===== src/rtl/i2c_tof_arbiter.sv =====
// Round-robin arbiter sharing one I2C master engine between N_REQ ToF sensor drivers.
// Optional build macro I2C_ARB_PRIO0_EN gives requester 0 fixed top priority.
module i2c_tof_arbiter #(
   parameter int N_REQ       = 4,
   parameter int TIMEOUT_CYC = 65535,
   parameter int TO_W        = 16
) (
   input  logic                  clock,
   input  logic                  reset,
   input  logic [N_REQ-1:0]      req_valid,
   input  logic [7*N_REQ-1:0]    req_addr,
   input  logic [16*N_REQ-1:0]   req_reg,
   input  logic [N_REQ-1:0]      req_is_read,
   input  logic [10*N_REQ-1:0]   req_nbytes,
   input  logic [8*N_REQ-1:0]    req_wdata,
   output logic [N_REQ-1:0]      req_ack,
   output logic [N_REQ-1:0]      rsp_valid,
   output logic [15:0]           rsp_data,
   output logic                  rsp_error,
   output logic                  busy,
   output logic [2:0]            grant_id,
   output logic [6:0]            i2c_slave_adress,
   output logic [15:0]           i2c_register_address,
   output logic                  i2c_is_read,
   output logic [9:0]            i2c_nb_of_bytes,
   output logic [7:0]            i2c_data_in,
   output logic                  i2c_start,
   output logic                  i2c_reset,
   input  logic                  i2c_ready,
   input  logic [15:0]           i2c_data_out,
   input  logic                  i2c_error
);

   typedef enum logic [2:0] {
      S_IDLE,
      S_ISSUE,
      S_BUSY,
      S_DONE,
      S_RECOVER
   } state_t;

   state_t          state, state_nx;
   logic [2:0]      ptr;
   logic [2:0]      win;
   logic [TO_W-1:0] to_cnt;
   logic            to_hit;
   logic            rec_cnt;

   assign to_hit = (to_cnt >= TO_W'(TIMEOUT_CYC));

   // Highest offset is visited first so the closest requester after ptr is the last writer.
   always_comb begin
      win = ptr;
      for (int k = N_REQ; k >= 1; k--) begin
         if (req_valid[(int'(ptr) + k) % N_REQ]) win = 3'((int'(ptr) + k) % N_REQ);
      end
`ifdef I2C_ARB_PRIO0_EN
      if (req_valid[0]) win = 3'd0;
`endif
   end

   always_ff @(posedge clock) begin
      if (reset) state <= S_IDLE;
      else       state <= state_nx;
   end

   always_comb begin
      // NOTE: every output gets a default before the case so no latch is inferred.
      state_nx  = state;
      i2c_start = 1'b0;
      i2c_reset = reset;
      rsp_valid = '0;
      busy      = (state != S_IDLE);
      unique case (state)
         S_IDLE:    if (|req_valid) state_nx = S_ISSUE;
         S_ISSUE: begin
            i2c_start = 1'b1;
            if (!i2c_ready)  state_nx = S_BUSY;
            else if (to_hit) state_nx = S_RECOVER;
         end
         S_BUSY: begin
            if (i2c_ready)   state_nx = S_DONE;
            else if (to_hit) state_nx = S_RECOVER;
         end
         S_RECOVER: begin
            i2c_reset = 1'b1;
            if (rec_cnt) state_nx = S_DONE;
         end
         S_DONE: begin
            rsp_valid = N_REQ'(1) << grant_id;
            state_nx  = S_IDLE;
         end
         default:   state_nx = S_IDLE;
      endcase
   end

   // NOTE: sequential state uses non-blocking assignments only; every register here is reset.
   always_ff @(posedge clock) begin
      if (reset) begin
         ptr                  <= 3'(N_REQ - 1);
         req_ack              <= '0;
         grant_id             <= '0;
         rsp_data             <= '0;
         rsp_error            <= 1'b0;
         to_cnt               <= '0;
         rec_cnt              <= 1'b0;
         i2c_slave_adress     <= '0;
         i2c_register_address <= '0;
         i2c_is_read          <= 1'b0;
         i2c_nb_of_bytes      <= '0;
         i2c_data_in          <= '0;
      end else begin
         req_ack <= '0;
         unique case (state)
            S_IDLE: begin
               if (|req_valid) begin
                  req_ack              <= N_REQ'(1) << win;
                  grant_id             <= win;
                  to_cnt               <= '0;
                  rec_cnt              <= 1'b0;
                  i2c_slave_adress     <= req_addr[7*int'(win) +: 7];
                  i2c_register_address <= req_reg[16*int'(win) +: 16];
                  i2c_is_read          <= req_is_read[win];
                  i2c_nb_of_bytes      <= req_nbytes[10*int'(win) +: 10];
                  i2c_data_in          <= req_wdata[8*int'(win) +: 8];
`ifdef I2C_ARB_PRIO0_EN
                  if (win != 3'd0) ptr <= win;
`else
                  ptr <= win;
`endif
               end
            end
            S_ISSUE, S_BUSY: begin
               if (!to_hit) to_cnt <= to_cnt + 1'b1;
               if (state == S_BUSY && i2c_ready) begin
                  rsp_data  <= i2c_data_out;
                  rsp_error <= i2c_error;
               end
            end
            S_RECOVER: begin
               rec_cnt   <= 1'b1;
               rsp_data  <= '0;
               rsp_error <= 1'b1;
            end
            default: ;
         endcase
      end
   end

endmodule

===== config.mk =====
export PLATFORM = sky130hd
export DESIGN_NAME = i2c_tof_arbiter
export DESIGN_NICKNAME = d
export VERILOG_FILES = /design/src/rtl/i2c_tof_arbiter.sv
export SDC_FILE = /design/constraint.sdc
export NUM_CORES = 1
export LEC_CHECK = 0
export CAP_MARGIN = 30
export CELL_PAD_IN_SITES_DETAIL_PLACEMENT = 1
export CELL_PAD_IN_SITES_GLOBAL_PLACEMENT = 2
export CORE_ASPECT_RATIO = 1.4
export CORE_MARGIN = 2
export CORE_UTILIZATION = 19
export DETAILED_ROUTE_END_ITERATION = 6
export GPL_TIMING_DRIVEN = 0
export PLACE_DENSITY = 0.85
export SETUP_SLACK_MARGIN = 0.15
export SLEW_MARGIN = 20
export SYNTH_ARGS = -nofsm -noshare
export SYNTH_HDL_FRONTEND = slang
export SYNTH_SLANG_ARGS = --single-unit
export TNS_END_PERCENT = 30

===== constraint.sdc =====
create_clock -name clock -period 1.9 [get_ports clock]
set_input_delay 0.38 -clock clock [delete_from_list [all_inputs] [get_ports clock]]
set_output_delay 0.38 -clock clock [all_outputs]
set_load 0.05 [all_outputs]

# Yosys cells after proc, flatten, opt, wreduce, memory -nomap -nowiden
# Index checks and enable logic that the tools add are counted.
dict set report word_totals {
  out_inout_bits 73
  input_bits 192
  regBits 89
}
dict set report op_classes {
  bitwise_logic 6
  mul 2
  shift 6
  reduce_logical 18
  n_lt_le_gt_ge 6
  n_eq_ne 8
  n_addsub 5
  mux 36
}
# op count
set op_table {}
lappend op_table {{16-bit one-hot mux with 2 select lines} 2}
lappend op_table {{64-bit by 8-bit indexed part select with 16-bit output} 1}
lappend op_table {{16-bit 2-to-1 mux} 3}
lappend op_table {{40-bit by 8-bit indexed part select with 10-bit output} 1}
lappend op_table {{32-bit by 7-bit indexed part select with 8-bit output} 1}
lappend op_table {{28-bit by 7-bit indexed part select with 7-bit output} 1}
lappend op_table {{3-bit 2-to-1 mux} 9}
lappend op_table {{16-bit by 1-bit adder with 16-bit output (second input constant)} 1}
lappend op_table {{16-bit greater-or-equal comparator (second input constant)} 1}
lappend op_table {{3-bit by 4-bit less-than comparator with 1-bit output (second input constant)} 4}
lappend op_table {{1-bit 2-to-1 mux} 13}
lappend op_table {{3-bit by 3-bit multiplier with 6-bit output (first input constant)} 2}
lappend op_table {{3-bit one-hot mux with 4 select lines} 1}
lappend op_table {{1-bit binary-select mux with 2-bit select} 5}
lappend op_table {{2-bit OR reduction} 5}
lappend op_table {{2-bit inequality test (second input constant)} 4}
lappend op_table {{2-bit AND reduction} 4}
lappend op_table {{1-bit by 3-bit left shift with 4-bit output (first input constant)} 2}
lappend op_table {{3-bit by 2-bit equality test with 1-bit output (second input constant)} 2}
lappend op_table {{2-bit nonzero test} 3}
lappend op_table {{2-bit by 1-bit adder with 2-bit output (second input constant)} 2}
lappend op_table {{2-bit adder (second input constant)} 2}
lappend op_table {{1-bit bitwise AND (first input constant)} 4}
lappend op_table {{4-bit 2-to-1 mux} 1}
lappend op_table {{other kinds (11)} 13}

# Logic depth before layout (Yosys ltp)
# Gate-level depths: netlist (run 1).
dict set report logic_depth {
  ltp_word 12
  ltp_mapped 8
  ltp_nobuf 6
}

# Least setup slack after synthesis (run 1)
# Ideal clock, no wire load.
dict set report synth_timing {
  kind {register -> output}
  startpoint {register state[0]}
  endpoint {output rsp_valid[0]}
  arrival_time_ns 2.324
  stages_incl_launch_ff 4
  n_path_buf 1
  path_slack_ns -0.804
  required_ns 1.520
  path_cell_list {dfxtp_1 > clkbuf_1 > nor4bb_1 > nor3b_1}
}
dict set report synth_between {
  elab_chain_len 2
}
# element line_no
set synth_lines {}
lappend synth_lines {{from (decl)} 42} ;# state_t state, state_nx;
lappend synth_lines {{from (signal assigned)} 64} ;# else state <= state_nx;
lappend synth_lines {{3-bit by 2-bit equality test with 1-bit output} 74} ;# unique case (state)
lappend synth_lines {{4-bit 2-to-1 mux} 74}
lappend synth_lines {{to (decl)} 17} ;# output logic [N_REQ-1:0] rsp_valid,
# Every way passes these cells.

# Worst setup path in the final report (run 1)
# Same ends and word-level chain as after synthesis.

==> qor.csv, run 1 <==
stage;metric;value;unit
run_status;outcome;finished with violations;
run_status;violations;negative setup slack;
placed_design;io_buffer_count;264;
yosys;yosys_register_bits;88;
finish;final_nets;1128;
timing;relSlewSlack;62.2;%
power;finalPower;8.28;mW
power;max-vdd-ir-drop;0.000457;V
timing;setup_viol;37;
timing;finalHoldViolCount;0;
yosys;yosysTopAreaCell;dfxtp_1;
timing;timing.final.crit_period;2.00;ns
detailed_routing;vias;6035;
worst_setup_path;r2r_start;state[1];
global_routing;grt_remaining_overflow;0;
yosys;synth_edf_count;0;
worst_setup_path;crit_path_end_kind;output port;
job;maxCapViolations;0;
placed_design;dp_slack;-1.23;ns
detailed_routing;wl;24100;um
floorplan;fp.dieW;138;um
worst_setup_path;endpoint;rsp_valid[0];
detailed_routing;ant_nets;0;
worst_setup_path;worstPathMaxFanout;5;
worst_setup_path;cp.required;1.52;ns
timing;tightest_slew;0.567;ns
yosys;synth_top_area_share;36.8;%
yosys;synth_cells;585;
global_routing;grt_pass1_vias;6382;
timing;period_share;105;%
worst_setup_path;worst_r2r_path_depth;8;
worst_setup_path;arrival;1.62;ns
cts;clockRootBuffer;clkbuf_16;
power;cellLeakagePower;4.22;nW
detailed_routing;viasPerCell;4.80;
detailed_routing;avgRoutedWirePerCell;19.1;um
finish;nFillCells;2845;
yosys;yosys.cell_types.count;59;
yosys;yosysMostFrequentCell;nand2_1;
finish;layout-drive-gt1-share;33.2;%
worst_setup_path;startpoint;state[0];
yosys;yosysSeqAreaShare;36.8;%
cts;htree_levels;3;
worst_setup_path;crit-reg2reg-capture;to_cnt[15];
floorplan;chipHeight;192;um
floorplan;rows;68;
placed_design;post-dp-hpwl;16400;um
timing;rsz0062_at_grt;yes;
cts;clk_pin_slew;0.07;ns
cts;numCtsBuffers;9;
floorplan;start_util;19.3;%
cts;clock_latency;0.36;ns
floorplan;core-area;0.0248;mm^2
cts;cts_tree;yes;
timing;setup_slack;-0.0993;ns
timing;final.setup.tns;-1.30;ns
yosys;synth.avg_cell_area;8.19;um^2
cts;cts.sinks;88;
worst_hold_path;hold_class;reg -> reg;
worst_setup_path;crit_type;reg -> out;
yosys;synth_nets;778;
global_routing;antenna_found_initial;1;
finish;syn2layout_area_growth;108;%
yosys;synth_area;0.00479;mm^2
timing;fin_worst_skew;0.0100;ns
global_routing;grt_max_degree;16;
worst_setup_path;startpoint_type;flip-flop;
global_routing;grt_pass1_wl;36300;um
yosys;synthTopCellsByArea;dfxtp_1 37%, nand2_1 8.1%, a21oi_1 5.9%;
cts;hold_buffers;0;
yosys;synth_common_cells;103 x nand2_1, 88 x dfxtp_1, 56 x a21oi_1;
timing;drv_slew;0;
power;powerDensity;830;mW/mm^2
timing;fmax;500;MHz
worst_hold_path;worstHoldStart;i2c_register_address[8];
placed_design;post_dp_cell_area;0.00801;mm^2
global_routing;grt.total_usage;17.3;%
cts;cts_buffer_depth;2;
floorplan;die_area;0.0265;mm^2
finish;multiInputGateArea;0.00356;mm^2
detailed_routing;drc;0;
detailed_routing;first_pass_iters;4;
yosys;async_flop_share;0;%
finish;seq_area;0.00178;mm^2
yosys;ys.flop_type;dfxtp_1;
worst_setup_path;rrSetupSlack;-0.09;ns
yosys;synth_warnings;0;
finish;fin_area;0.00998;mm^2
placed_design;gp_congestion;0.811;
floorplan;io_pins;265;
detailed_routing;initialDrtViolationCount;222;
## what timing repair did
| action | 4_1_cts | 5_1_grt |
|---|---|---|
| resized for setup | 347 | 84 |
| hold endpoints to repair | 0 | 0 |
| buffers inserted | 50 | 13 |
| gates cloned | 12 | 1 |
| pin swaps | 45 | 26 |
| setup endpoints to repair | 152 | 86 |
## logic make-up (layout without fill, tap and decap cells)
family	after synthesis	after routing	synth area share (%)
AO/OA/AOI/OAI	189	189	28.5
XOR/XNOR	4	4	0.731
adder cells (fa/ha/maj)	1	1	0.261
AND/OR/NAND/NOR	220	220	22.5
flip-flops	88	88	36.8
other	0	1	0
multiplexers	26	26	5.93
buffers and inverters	57	412	5.33
## metrics by stage
step | util [%] | hold slack, ns | std cells
2_1_floorplan | - | 0.461 | 585
3_3_place_gp | 32.3 | 0.443 | 1164
3_5_place_dp | 32.3 | 0.452 | 1164
4_1_cts | 39.0 | 0.463 | 1242
5_1_grt | 40.3 | 0.484 | 1256
6_report | 40.3 | 0.459 | 1256
## cells in the final DEF (no fill, tap or decap), types with 20 or more instances in the layout
cell type          n
nor2_1            28
a21oi_2           31
dfxtp_1           81
clkbuf_16         21
o31ai_1           20
nand2_1           75
a221o_1           20
buf_6             33
nand2_2           21
dlygate4sd2_1     66
buf_4             48
clkdlybuf4s50_1  186
nand4_1           24
a211o_1           20
## power breakdown
group          internal [mW]  switching, mW
registers               2.10          0.160
logic                   1.88           2.27
clock network           1.02          0.849
total                   5.00           3.28
## how the worst min path moves through the flow
stage	end	slack, ns	cells past startpoint
6_report	i2c_register_address[8]	0.46	1
5_1_grt	i2c_register_address[13]	0.48	1
4_1_cts	i2c_data_in[3]	0.46	1
3_5_place_dp	i2c_data_in[3]	0.45	1
3_3_place_gp	i2c_register_address[8]	0.44	1
2_1_floorplan	to_cnt[9]	0.46	2
## area by class of cell
type	instances	area share, %
timing repair buffer	340	33.5
clock inverter	7	0.715
inverter	6	0.226
multi-input combinational	440	35.7
clock buffer	9	2.26
sequential	88	17.8
buffer	50	5.81
tap	315	3.95
antenna	1	0.0251
## critical path: stages (launching register included)
cell and delay (ns):
dfxtp_4 0.38, buf_8 0.11, nor4bb_4 0.35, nor3b_4 0.24, buf_6 0.19
## state kept, by name (all words and copies together), names as in the netlist
name	flops
i2c_nb_of_bytes	10
rec_cnt	1
grant_id	3
i2c_is_read	1
req_ack	4
to_cnt	16
rsp_data	16
i2c_data_in	8
state	3
rsp_error	1
i2c_register_address	16
i2c_slave_adress	7
ptr	2
## routing by layer
metal | share of wire, % | vias up | wire length (um) | global-route usage [%]
met2 | 54 | 177 | 13000 | 33.1
li1 | - | 2889 | - | -
met3 | 4.1 | 24 | 989 | 3.02
met1 | 40 | 2945 | 9610 | 19.5
met4 | 2.0 | 0 | 486 | 5.34
met5 | 0 | - | 0 | 0
No activity file was read; power rests on OpenSTA's default activity.
==> run 2, diff against run 1 <==
--- a/config.mk
+++ b/config.mk
@@ -9,7 +9,7 @@
 export CELL_PAD_IN_SITES_DETAIL_PLACEMENT = 1
 export CELL_PAD_IN_SITES_GLOBAL_PLACEMENT = 2
 export CORE_ASPECT_RATIO = 1.4
-export CORE_MARGIN = 2
+export CORE_MARGIN = 5
 export CORE_UTILIZATION = 19
 export DETAILED_ROUTE_END_ITERATION = 6
 export GPL_TIMING_DRIVEN = 0
==> qor.csv, run 2 (same netlist as run 1, synthesis figures left out) <==
stage;metric;value;unit;change
run_status;outcome;finished with violations;;unchanged
run_status;violations;negative setup slack;;unchanged
timing;timing.final.crit_period;2.01;ns;was 2.00 ns
finish;syn2layout_area_growth;105;%;was 108%
timing;relSlewSlack;61.8;%;was 62.2%
cts;cts.sinks;88;;unchanged
job;maxCapViolations;0;;unchanged
worst_hold_path;hold_class;reg -> reg;;unchanged
detailed_routing;viasPerCell;4.80;;about the same
detailed_routing;initialDrtViolationCount;136;;was 222
finish;reg_top3;i2c_register_address (16), rsp_data (16), to_cnt (16);;unchanged
worst_setup_path;cp_top_family;simple AND/OR/NAND/NOR gates;;unchanged
floorplan;io_pins;265;;unchanged
timing;drv_slew;0;;unchanged
finish;final_nets;1118;;was 1128
cts;clk_pin_slew;0.07;ns;about the same
placed_design;dpl.cell_count;1164;;unchanged
finish;final_util;39.6;%;was 40.3%
cts;hold_buffers;0;;unchanged
global_routing;grt_remaining_overflow;0;;unchanged
worst_setup_path;startpoint;state[0];;unchanged
global_routing;grt_max_degree;14;;was 16
detailed_routing;drc;0;;unchanged
timing;period_share;106;%;was 105%
timing;fin_worst_skew;0.00811;ns;was 0.0100 ns
detailed_routing;first_pass_iters;4;;unchanged
power;max-vdd-ir-drop;0.000435;V;was 0.000457 V
worst_setup_path;cp.required;1.52;ns;about the same
cts;numCtsBuffers;9;;unchanged
cts;clock_latency;0.34;ns;was 0.36 ns
power;cellLeakagePower;4.18;nW;was 4.22 nW
cts;cts_buffer_depth;2;;unchanged
detailed_routing;wl;24800;um;was 24100 um
finish;fin_area;0.00980;mm^2;was 0.00998 mm^2
detailed_routing;vias;5975;;was 6035
floorplan;die_area;0.0285;mm^2;was 0.0265 mm^2
finish;seq_area;0.00178;mm^2;about the same
worst_setup_path;crit_path_end_kind;output port;;unchanged
floorplan;rows;68;;unchanged
cts;htree_levels;3;;unchanged
timing;fmax;496;MHz;was 500 MHz
worst_setup_path;critPathBufInv;2;;unchanged
worst_setup_path;worstPathCellList;buf_8 -> nor4bb_4 -> nor3b_4 -> buf_6;;unchanged
placed_design;gp_congestion;0.805;;was 0.811
floorplan;fp.dieW;144;um;was 138 um
worst_setup_path;crit-reg2reg-capture;i2c_slave_adress[0];;was to_cnt[15]
floorplan;start_util;19.3;%;unchanged
power;powerDensity;843;mW/mm^2;was 830 mW/mm^2
worst_hold_path;worstHoldStart;i2c_register_address[8];;unchanged
floorplan;chipHeight;198;um;was 192 um
placed_design;post_dp_cell_area;0.00801;mm^2;unchanged
worst_setup_path;worstPathMaxFanout;7;;was 5
worst_setup_path;startpoint_type;flip-flop;;unchanged
placed_design;post-dp-hpwl;17500;um;was 16400 um
worst_setup_path;slowest_stage;dfxtp_4;;unchanged
timing;rsz0062_at_grt;yes;;unchanged
finish;multiInputGateArea;0.00351;mm^2;was 0.00356 mm^2
timing;setup_slack;-0.115;ns;was -0.0993 ns
timing;finalHoldViolCount;0;;unchanged
timing;tightest_slew;0.573;ns;was 0.567 ns
finish;final_cell_mix;185 x clkdlybuf4s50_1, 80 x dfxtp_1, 76 x nand2_1;;was 186 x clkdlybuf4s50_1, 81 x dfxtp_1, 75 x nand2_1
placed_design;io_buffer_count;264;;unchanged
global_routing;antenna_found_initial;2;;was 1
finish;nFillCells;2789;;was 2845
floorplan;core-area;0.0248;mm^2;unchanged
finish;layout-drive-gt1-share;30.8;%;was 33.2%
cts;cts_tree;yes;;unchanged
detailed_routing;ant_nets;0;;unchanged
worst_setup_path;worst_r2r_path_depth;9;;was 8
detailed_routing;avgRoutedWirePerCell;19.9;um;was 19.1 um
timing;setup_viol;44;;was 37
worst_setup_path;crit_type;reg -> out;;unchanged
finish;finalNonFillerCells;1246;;was 1256
worst_hold_path;hold_path_depth;1;;unchanged
global_routing;grt.total_usage;16.4;%;was 17.3%
worst_setup_path;rrSetupSlack;-0.11;ns;was -0.09 ns
global_routing;grt_pass1_vias;6438;;was 6382
worst_setup_path;arrival;1.63;ns;was 1.62 ns
worst_setup_path;max_stage_delay;0.38;ns;about the same
worst_setup_path;r2r_start;ptr[1];;was state[1]
cts;clockRootBuffer;clkbuf_16;;unchanged
global_routing;grt_pass1_wl;36600;um;was 36300 um
finish;layout_commonest_cell;clkdlybuf4s50_1;;unchanged
worst_hold_path;min_to;i2c_register_address[8];;unchanged
run 2: worst register-to-register path, delay by kind of cell (launching register included):
kind                   cells  cell delay, ns
DFF                        1            0.33
buffers and inverters      4            0.51
muxes                      1            0.30
AOI/OAI and AO/OA          2            0.52
and+or+nand+nor            2            0.23
run 2: layout make-up:
type	instances	share of cell area (%)
clock buffer	12	2.52
buffer	51	5.64
inverter	6	0.230
multi-input combinational	440	35.8
timing repair buffer	329	33.1
antenna	2	0.0511
tap	315	4.02
sequential	88	18.2
clock inverter	3	0.434
run 2: repair_timing:
| item | in CTS | in global routing |
|---|---|---|
| endpoints found under the hold margin | 0 | 0 |
| gates resized for setup | 345 | 62 |
| setup buffers | 45 | 7 |
| gates cloned | 13 | 0 |
| setup endpoints to repair | 153 | 82 |
| pin swaps | 42 | 28 |
run 2: power breakdown:
group / switching, mW / internal, mW
Combinational: 2.29 / 1.88
Sequential: 0.161 / 2.10
Clock: 0.783 / 1.05
Total: 3.24 / 5.02
run 2: through the flow:
stage / hold slack, ns / power [mW] / setup WS [ns] / setup TNS [ns]
after floorplan: 0.461 / 4.20 / 0.0170 / 0
after global placement: 0.443 / 5.50 / -1.18 / -68.30
after detailed placement: 0.453 / 5.54 / -1.19 / -71.15
after CTS: 0.463 / 8.22 / -0.181 / -1.64
after global routing: 0.479 / 8.66 / -0.212 / -6.76
final: 0.456 / 8.26 / -0.115 / -2.73
run 2: metal layers:
| layer | GRT usage [%] | part of all wire, % |
|---|---|---|
| met4 | 5.57 | 2.4 |
| met2 | 31.1 | 53 |
| met1 | 18.5 | 40 |
| met5 | 0 | 0 |
| met3 | 2.39 | 4.9 |
run 2: how the worst max path moves through the flow:
stage | end | slack, ns | depth (start not counted)
after global routing | rsp_valid[0] | -0.21 | 4
after detailed placement | i2c_register_address[0] | -1.19 | 7
final | rsp_valid[0] | -0.11 | 4
after global placement | i2c_data_in[3] | -1.18 | 7
after CTS | rsp_valid[0] | -0.18 | 5
after floorplan | i2c_data_in[5] | 0.02 | 7
==> run 3, diff against run 2 <==
--- a/config.mk
+++ b/config.mk
@@ -5,7 +5,7 @@
 export SDC_FILE = /design/constraint.sdc
 export NUM_CORES = 1
 export LEC_CHECK = 0
-export CAP_MARGIN = 30
+export CAP_MARGIN = 25
 export CELL_PAD_IN_SITES_DETAIL_PLACEMENT = 1
 export CELL_PAD_IN_SITES_GLOBAL_PLACEMENT = 2
 export CORE_ASPECT_RATIO = 1.4
@@ -15,7 +15,7 @@
 export GPL_TIMING_DRIVEN = 0
 export PLACE_DENSITY = 0.85
 export SETUP_SLACK_MARGIN = 0.15
-export SLEW_MARGIN = 20
+export SLEW_MARGIN = 15
 export SYNTH_ARGS = -nofsm -noshare
 export SYNTH_HDL_FRONTEND = slang
 export SYNTH_SLANG_ARGS = --single-unit
==> results of run 3 <==
The final DEF is identical to that of run 2; final timing and power are the same.
